File: src/rtl/fetch_if.sv
// Fetch-stage bus: combinational ROM port, redirect input and the downstream
// valid/ready instruction slot, bundled for the fetch unit and its consumer.
interface fetch_if #(
    parameter int unsigned BW = 32,
    parameter int unsigned DW = 8
);
    logic [DW-1:0] rom_addr;
    logic [BW-1:0] rom_data;
    logic          redirect_valid;
    logic [DW-1:0] redirect_addr;
    logic          inst_valid;
    logic          inst_ready;
    logic [BW-1:0] inst_data;
    logic [DW-1:0] inst_pc;
    logic          halted;

    modport master (
        output rom_addr, inst_valid, inst_data, inst_pc, halted,
        input  rom_data, redirect_valid, redirect_addr, inst_ready
    );

    modport slave (
        input  rom_addr, inst_valid, inst_data, inst_pc, halted,
        output rom_data, redirect_valid, redirect_addr, inst_ready
    );
endinterface

File: src/rtl/fetch_unit.sv
// Instruction fetch stage: owns the PC, addresses a combinational ROM, registers
// the returned word with its address into a valid/ready slot; redirect flushes, halt word stops fetch.
module fetch_unit #(
    parameter int unsigned   BW        = 32,
    parameter int unsigned   DW        = 8,
    parameter logic [DW-1:0] RESET_PC  = '0,
    parameter logic [BW-1:0] HALT_WORD = 32'hFFFF_FFFF
) (
    input  logic     clk,
    input  logic     rst_n,
    fetch_if.master  bus
);

    typedef enum logic {
        ST_FETCH  = 1'b0,
        ST_HALTED = 1'b1
    } state_t;

    state_t        r_state;
    logic [DW-1:0] r_pc;
    logic          r_inst_valid;
    logic [BW-1:0] r_inst_data;
    logic [DW-1:0] r_inst_pc;
    logic          r_halted;

    logic          w_slot_free;
    logic          w_is_halt;

    assign w_slot_free = !r_inst_valid || bus.inst_ready;
    assign w_is_halt   = (bus.rom_data == HALT_WORD);

    // Redirect outranks everything, including a halt word arriving the same cycle.
    always_ff @(posedge clk or negedge rst_n) begin
        if (!rst_n) begin
            r_state      <= ST_FETCH;
            r_pc         <= RESET_PC;
            r_inst_valid <= 1'b0;
            r_inst_data  <= '0;
            r_inst_pc    <= '0;
            r_halted     <= 1'b0;
        end else if (bus.redirect_valid) begin
            r_pc         <= bus.redirect_addr;
            r_inst_valid <= 1'b0;
            r_state      <= ST_FETCH;
            r_halted     <= 1'b0;
        end else begin
            case (r_state)
                ST_FETCH: begin
                    if (w_slot_free) begin
                        r_inst_data  <= bus.rom_data;
                        r_inst_pc    <= r_pc;
                        r_inst_valid <= 1'b1;
                        if (w_is_halt) begin
                            r_state  <= ST_HALTED;
                            r_halted <= 1'b1;
                        end else begin
                            r_pc     <= r_pc + DW'(1);
                        end
                    end
                end
                ST_HALTED: begin
                    // Let the halt word drain; nothing new is captured.
                    if (r_inst_valid && bus.inst_ready) begin
                        r_inst_valid <= 1'b0;
                    end
                end
                default: begin
                    r_state  <= ST_FETCH;
                    r_halted <= 1'b0;
                end
            endcase
        end
    end

    assign bus.rom_addr   = r_pc;
    assign bus.inst_valid = r_inst_valid;
    assign bus.inst_data  = r_inst_data;
    assign bus.inst_pc    = r_inst_pc;
    assign bus.halted     = r_halted;

endmodule

File: src/flat_wrapper.sv
// flat-port wrapper written by rule: the top's interface ports become plain ports
module fetch_unit_flat 
#(
    parameter int unsigned   BW        = 32,
    parameter int unsigned   DW        = 8,
    parameter logic [DW-1:0] RESET_PC  = '0,
    parameter logic [BW-1:0] HALT_WORD = 32'hFFFF_FFFF
)
  (clk, rst_n, bus_rom_addr, bus_inst_valid, bus_inst_data, bus_inst_pc, bus_halted, bus_rom_data, bus_redirect_valid, bus_redirect_addr, bus_inst_ready);
  fetch_if #(.BW(BW), .DW(DW)) bus_i ();
  input  logic clk;
  input  logic rst_n;
  output wire logic [$bits(bus_i.rom_addr)-1:0] bus_rom_addr;
  output wire logic [$bits(bus_i.inst_valid)-1:0] bus_inst_valid;
  output wire logic [$bits(bus_i.inst_data)-1:0] bus_inst_data;
  output wire logic [$bits(bus_i.inst_pc)-1:0] bus_inst_pc;
  output wire logic [$bits(bus_i.halted)-1:0] bus_halted;
  input wire logic [$bits(bus_i.rom_data)-1:0] bus_rom_data;
  input wire logic [$bits(bus_i.redirect_valid)-1:0] bus_redirect_valid;
  input wire logic [$bits(bus_i.redirect_addr)-1:0] bus_redirect_addr;
  input wire logic [$bits(bus_i.inst_ready)-1:0] bus_inst_ready;
  assign bus_rom_addr = bus_i.rom_addr;
  assign bus_inst_valid = bus_i.inst_valid;
  assign bus_inst_data = bus_i.inst_data;
  assign bus_inst_pc = bus_i.inst_pc;
  assign bus_halted = bus_i.halted;
  assign bus_i.rom_data = bus_rom_data;
  assign bus_i.redirect_valid = bus_redirect_valid;
  assign bus_i.redirect_addr = bus_redirect_addr;
  assign bus_i.inst_ready = bus_inst_ready;
  fetch_unit #(.BW(BW), .DW(DW), .RESET_PC(RESET_PC), .HALT_WORD(HALT_WORD)) u_core (.clk(clk), .rst_n(rst_n), .bus(bus_i));
endmodule
File: config.mk
export PLATFORM = sky130hd
export DESIGN_NAME = fetch_unit_flat
export DESIGN_NICKNAME = d
export VERILOG_FILES = /design/src/rtl/fetch_if.sv /design/src/rtl/fetch_unit.sv /design/src/flat_wrapper.sv
export SDC_FILE = /design/constraint.sdc
export NUM_CORES = 1
export LEC_CHECK = 0
export CAP_MARGIN = 20
export CORE_MARGIN = 4
export CORE_UTILIZATION = 38
export CTS_BUF_LIST = sky130_fd_sc_hd__clkbuf_8
export DETAILED_ROUTE_END_ITERATION = 8
export PLACE_DENSITY = 0.7
export REMOVE_ABC_BUFFERS = 1
export SLEW_MARGIN = 20
export SYNTH_ARGS = -nofsm -noshare
export SYNTH_HDL_FRONTEND = slang
export SYNTH_SLANG_ARGS = --single-unit
export TNS_END_PERCENT = 100
File: constraint.sdc
create_clock -name clk -period 2.9 [get_ports clk]
set_input_delay 0.58 -clock clk [delete_from_list [all_inputs] [get_ports clk]]
set_output_delay 0.58 -clock clk [all_outputs]
set_load 0.005 [all_outputs]
* Word level (Yosys, flattened, before mapping)
Index checks and enable logic that the tools add are counted.
** Storage, ports and cells
- Register bits after elaboration :: 51
- Input port bits :: 44
- Output and inout port bits :: 50
- Word-level logic and storage cells :: 39
** Operators by class
- Add/subtract/negate cells :: 1
- Equality and inequality tests :: 5
- Muxes and demuxes :: 16
- Bitwise operators :: 2
- Reductions and logical operators :: 9
** Operators with widths (count)
- 32-bit equality test, second input constant :: 1
- 8-bit two-way mux :: 4
- 1-bit two-way mux :: 11
- 3-bit AND reduction :: 3
- 8-bit by 1-bit adder with 8-bit output, second input constant :: 1
- 2-bit != test, second input constant :: 2
- 2-bit nonzero test :: 2
- 3-bit by 2-bit != test with 1-bit output, second input constant :: 1
- 3-bit != test, second input constant :: 1
- 1-bit NOT :: 2
- 1-bit one-hot mux with 2 select lines :: 1
- 2-bit AND reduction :: 1
- 1-bit logical AND :: 1
- 1-bit logical NOT :: 1
- 1-bit logical OR :: 1

* Logic depth before layout (Yosys ltp)
- Depth after elaboration :: 5
- Mapped depth :: 5
- Mapped depth without buffers :: 5

* Least setup slack after synthesis
OpenSTA, ideal clock, no wires.
- Kind :: input to register
- Start point :: input port bus_rom_data[23]
- End point :: register u_core.r_pc[1], in the netlist u_core.bus.rom_addr[1]
- Setup time :: 0.125 ns
- Data arrival time :: 1.551 ns
- Required time :: 2.775 ns
- Slack :: 1.224 ns
- Cell stages on the path :: 4
- Buffers on the path :: 0
- Path through :: nand4_1 > nor4_4 > a31oi_4 > mux2_2
** On the way
- Word-level cells in the longest chain between the ends :: 3
** Ends and longest elaborated chain
- start: declaration :: RTL line flat_wrapper.sv:18 : input wire logic [$bits(bus_i.rom_data)-1:0] bus_rom_data;
- 32-bit equality test :: RTL line fetch_unit.sv:30 : assign w_is_halt = (bus.rom_data == HALT_WORD);
- 2-bit != test (no source line)
- 3-bit AND reduction (no source line)
- end signal: assignment :: RTL line fetch_unit.sv:42 : r_pc <= bus.redirect_addr;
- end signal: assignment :: RTL line fetch_unit.sv:57 : r_pc <= r_pc + DW'(1);
- end: declaration :: RTL line fetch_unit.sv:20 : logic [DW-1:0] r_pc;
No other way between the ends.
A chain may end at the register's enable or synchronous reset.

* Worst setup path in the final report
- Start point :: input port bus_rom_data[29]
- End point :: register u_core.r_pc[6], in the netlist u_core.bus.rom_addr[6]
The elaborated chain is that of the path after synthesis.

==> impl_summary.log <==
INFO  metric status = completed
INFO  metric port-buffer-count = 93
INFO  metric placed_cells_incl_taps = 326
INFO  metric finalHoldWorstSlack = 0.4279 ns
INFO  metric synth_area = 2208 um2
INFO  metric critPathMaxFanout = 6
INFO  metric final_nets = 306
INFO  metric ant_nets = 0
INFO  metric initial_antenna_violation_count = 0
INFO  metric reg2reg_to = u_core.bus.rom_addr[6]
INFO  metric clk_root_buffer_cell = sky130_fd_sc_hd__clkbuf_8
INFO  metric met2_routed_wirelength = 2.405 mm
INFO  metric drt_iter0_markers = 80
INFO  metric buffer_levels_on_the_longest_clock_path = 2
INFO  metric numClockSinks = ~50
INFO  metric netlist-cell-type-count = 27
INFO  metric hpwl = about 3.8 mm
INFO  metric cts_tree = built
INFO  metric worst_path_dominant_cell_family = simple AND/OR/NAND/NOR gates
INFO  metric yosysWarnings = 0
INFO  metric worstSkewPairLatency = 0.29 ns
INFO  metric timing.critical_path.slowest_stage_cell = sky130_fd_sc_hd__clkdlybuf4s50_1
INFO  metric wl_met3 = 375 um
INFO  metric postSynthRegisterBits = 51
INFO  metric dieHeight = 84.24 um
INFO  metric vias = between 1500 and 2000
INFO  metric final_cell_area = 3316 um2
INFO  metric top_layer = met4
INFO  metric die_w = around 84 um
INFO  metric min_period_over_period = 0.6867
INFO  metric grt_first_pass_wirelength = between 8 and 9 mm
INFO  metric grt_setup_unrepaired = no
INFO  metric setup_violations = 0
INFO  metric worstReg2RegStart = u_core.bus.rom_addr[0]
INFO  metric globalplace.congestion = roughly 0.73
INFO  metric syn_area_per_cell = 13.55 um2
INFO  metric max-vdd-ir-drop = 0.0002631 V
INFO  metric clock_slew_seen_by_the_registers_of_the_worst_setup_and_hold_paths = around 0.080 ns
INFO  metric post_synth_inst_count = 163
INFO  metric die-area = 7096 um2
INFO  metric largest_net_degree_at_the_start_of_global_routing = 43
INFO  metric grt_pass1_vias = 1714
INFO  metric area_growth = 50.14%
INFO  metric insertedDiodeCount = 0
INFO  metric postCtsSetupRepairBufs = 0
INFO  metric final_util = 0.5948
INFO  metric wire_per_inst = 15.05 um
INFO  metric worst_path_largest_cell_delay = 0.48 ns
INFO  metric pin_count = 94
INFO  metric maxSlewHeadroom = 0.3769
INFO  metric cpMostUsedCell = sky130_fd_sc_hd__a21oi_1
INFO  metric worst_setup_start_kind = input pin
INFO  metric p_per_area = 528.1 nW/um2
INFO  metric placed_standard_cell_area = around 3200 um2
INFO  metric fin_crit = 1.991 ns
INFO  metric hold_viol_final = 0
INFO  metric core = about 5600 um2
INFO  metric worst-r2r-cell-count = 5
INFO  metric worstHoldPathType = in -> async
INFO  metric grt_overflow_total = 0
INFO  metric worstPathRequired = 3.07 ns
INFO  metric drv_cap = 0
INFO  metric seq_area_frac_synth = 0.5779
INFO  metric maxSlewViolCount = 0
INFO  metric r2r_slack = 1.31 ns
INFO  metric drive_above_1_share = 0.2366
INFO  metric endpoint_kind = flop
INFO  metric floorplan.rows = 27
INFO  metric post_cts_hold_buffer_count = 0
INFO  metric finalClockSkew = 0.003112 ns
INFO  metric m1WireLength = 2.198 mm
INFO  metric yosys_top_cell_by_area = sky130_fd_sc_hd__dfrtp_1
INFO  metric total_leakage_power = 1.337 nW
INFO  metric initial_utilization = 0.3962
INFO  metric htree_num_levels = 2
INFO  metric timing.critical_path.cells = clkdlybuf4s50_1 > nand4_1 > nor4_4 > nand3_1 > a21oi_1 > a21oi_1
INFO  metric synthTopCellsByArea = sky130_fd_sc_hd__dfrtp_1 (58%), sky130_fd_sc_hd__mux2_2 (23%), sky130_fd_sc_hd__nand4_1 (2.5%)
INFO  metric detail_route.vias_per_cell = 4.961
INFO  metric max_freq = 502.1 MHz
INFO  metric cp_num_buf_inv = 1
INFO  metric grtUsageTotal = 0.1482
INFO  metric total_cts_buffers = 5
INFO  metric crit_arrival = 2.16 ns
INFO  metric drt_pre_antenna_iters = 4
INFO  metric timing_worst_setup_path_type = in -> reg
INFO  metric cts_resized = 0
INFO  metric yosys.area.top_type_share = 0.5779
INFO  metric routed_wl = about 5 mm
INFO  metric drc_errors = 0
INFO  metric finish.cell_count_without_fillers = ~330
INFO  metric timing_worst_slew_pin_value = 0.9346 ns
## worst max path at each step
stage	end	slack, ns	cells after the start	start
3_5_place_dp	u_core.bus.rom_addr[6]	0.59	6	bus_rom_data[29]
3_3_place_gp	u_core.bus.rom_addr[6]	0.60	6	bus_rom_data[23]
5_1_grt	u_core.bus.rom_addr[6]	0.77	6	bus_rom_data[29]
4_1_cts	u_core.bus.rom_addr[6]	0.91	6	bus_rom_data[29]
2_1_floorplan	u_core.bus.inst_data[0]	-0.15	4	bus_inst_ready
6_report	u_core.bus.rom_addr[6]	0.91	6	bus_rom_data[29]
## state kept, by name, summed over array words and instances, names as in the netlist
| register | count |
|---|---|
| u_core.bus.inst_data | 32 |
| u_core.bus.inst_pc | 8 |
| u_core.bus.rom_addr | 8 |
| u_core.bus.halted | 1 |
| u_core.bus.inst_valid | 1 |
| u_core.r_state | 1 |
## logic make-up after synthesis
kind of cell,after synthesis,synth area share
fa+ha+maj,1,0.005665
buf+inv,10,0.01926
xor+xnor,4,0.01587
flops,51,0.5779
simple gates,33,0.08839
mux,47,0.2391
compound gates,17,0.05383
## placed cells by master (no fill, tap or decap), types with 2 or more instances in the layout
cell / count
sky130_fd_sc_hd__nand3_1: 4
sky130_fd_sc_hd__a21oi_1: 6
sky130_fd_sc_hd__a311oi_1: 2
sky130_fd_sc_hd__clkbuf_8: 5
sky130_fd_sc_hd__o21ai_0: 4
sky130_fd_sc_hd__o22ai_1: 2
sky130_fd_sc_hd__dfrtp_1: 51
sky130_fd_sc_hd__buf_4: 4
sky130_fd_sc_hd__nor2_1: 2
sky130_fd_sc_hd__inv_1: 6
sky130_fd_sc_hd__nand4_1: 9
sky130_fd_sc_hd__xnor2_1: 2
sky130_fd_sc_hd__mux2_2: 46
sky130_fd_sc_hd__o221ai_1: 2
sky130_fd_sc_hd__xor2_1: 2
sky130_fd_sc_hd__clkdlybuf4s50_1: 92
sky130_fd_sc_hd__nand2_1: 9
## cell type report
class	instances	area [um2]
multi-input combinational	102	897.1
timing repair buffer	97	955.9
tap	72	90.09
clock inverter	3	12.51
clock buffer	5	68.82
fill	486	2258
sequential	51	1276
inverter	4	15.01
## power by group
group,total (mW),internal [mW],switching (mW)
Sequential,0.888,0.816,0.0723
Combinational,0.485,0.338,0.146
Clock,0.378,0.163,0.215
## cell usage after synthesis
| cell | count |
|---|---|
| sky130_fd_sc_hd__dfrtp_1 | 51 |
| sky130_fd_sc_hd__o21ai_0 | 4 |
| sky130_fd_sc_hd__nor2b_1 | 1 |
| sky130_fd_sc_hd__nand2b_1 | 1 |
| sky130_fd_sc_hd__xor2_1 | 2 |
| sky130_fd_sc_hd__nand4_1 | 9 |
| sky130_fd_sc_hd__nand2_1 | 9 |
| sky130_fd_sc_hd__nor4b_1 | 1 |
| sky130_fd_sc_hd__nand4b_1 | 1 |
| sky130_fd_sc_hd__mux2_2 | 46 |
| sky130_fd_sc_hd__and2_1 | 1 |
| sky130_fd_sc_hd__a31oi_4 | 1 |
| sky130_fd_sc_hd__clkbuf_1 | 2 |
| sky130_fd_sc_hd__a311oi_1 | 2 |
| sky130_fd_sc_hd__inv_1 | 4 |
| sky130_fd_sc_hd__a21oi_1 | 6 |
| sky130_fd_sc_hd__ha_1 | 1 |
| sky130_fd_sc_hd__or2_2 | 1 |
| sky130_fd_sc_hd__nand3_1 | 4 |
| sky130_fd_sc_hd__nor3_2 | 1 |
| sky130_fd_sc_hd__nor2_1 | 3 |
| sky130_fd_sc_hd__mux2i_1 | 1 |
| sky130_fd_sc_hd__buf_2 | 4 |
| sky130_fd_sc_hd__o22ai_1 | 2 |
| sky130_fd_sc_hd__o221ai_1 | 2 |
| sky130_fd_sc_hd__xnor2_1 | 2 |
| sky130_fd_sc_hd__nor4_4 | 1 |
## metal layers
layer	global-route usage	vias up
li1	-	797
met4	0.03947	0
met5	0	-
met3	0.05397	4
met1	0.1883	801
met2	0.2396	55
## stage by stage
| stage | setup slack (ns) | setup TNS (ns) | power, mW |
|---|---|---|---|
| 2_1_floorplan | -0.1484 | -5.936 | 1.059 |
| 5_1_grt | 0.7662 | 0 | 1.862 |
| 3_3_place_gp | 0.5989 | 0 | 1.391 |
| 6_report | 0.9085 | 0 | 1.751 |
| 3_5_place_dp | 0.5946 | 0 | 1.397 |
| 4_1_cts | 0.9079 | 0 | 1.782 |
(Power assumes the default switching activity.)
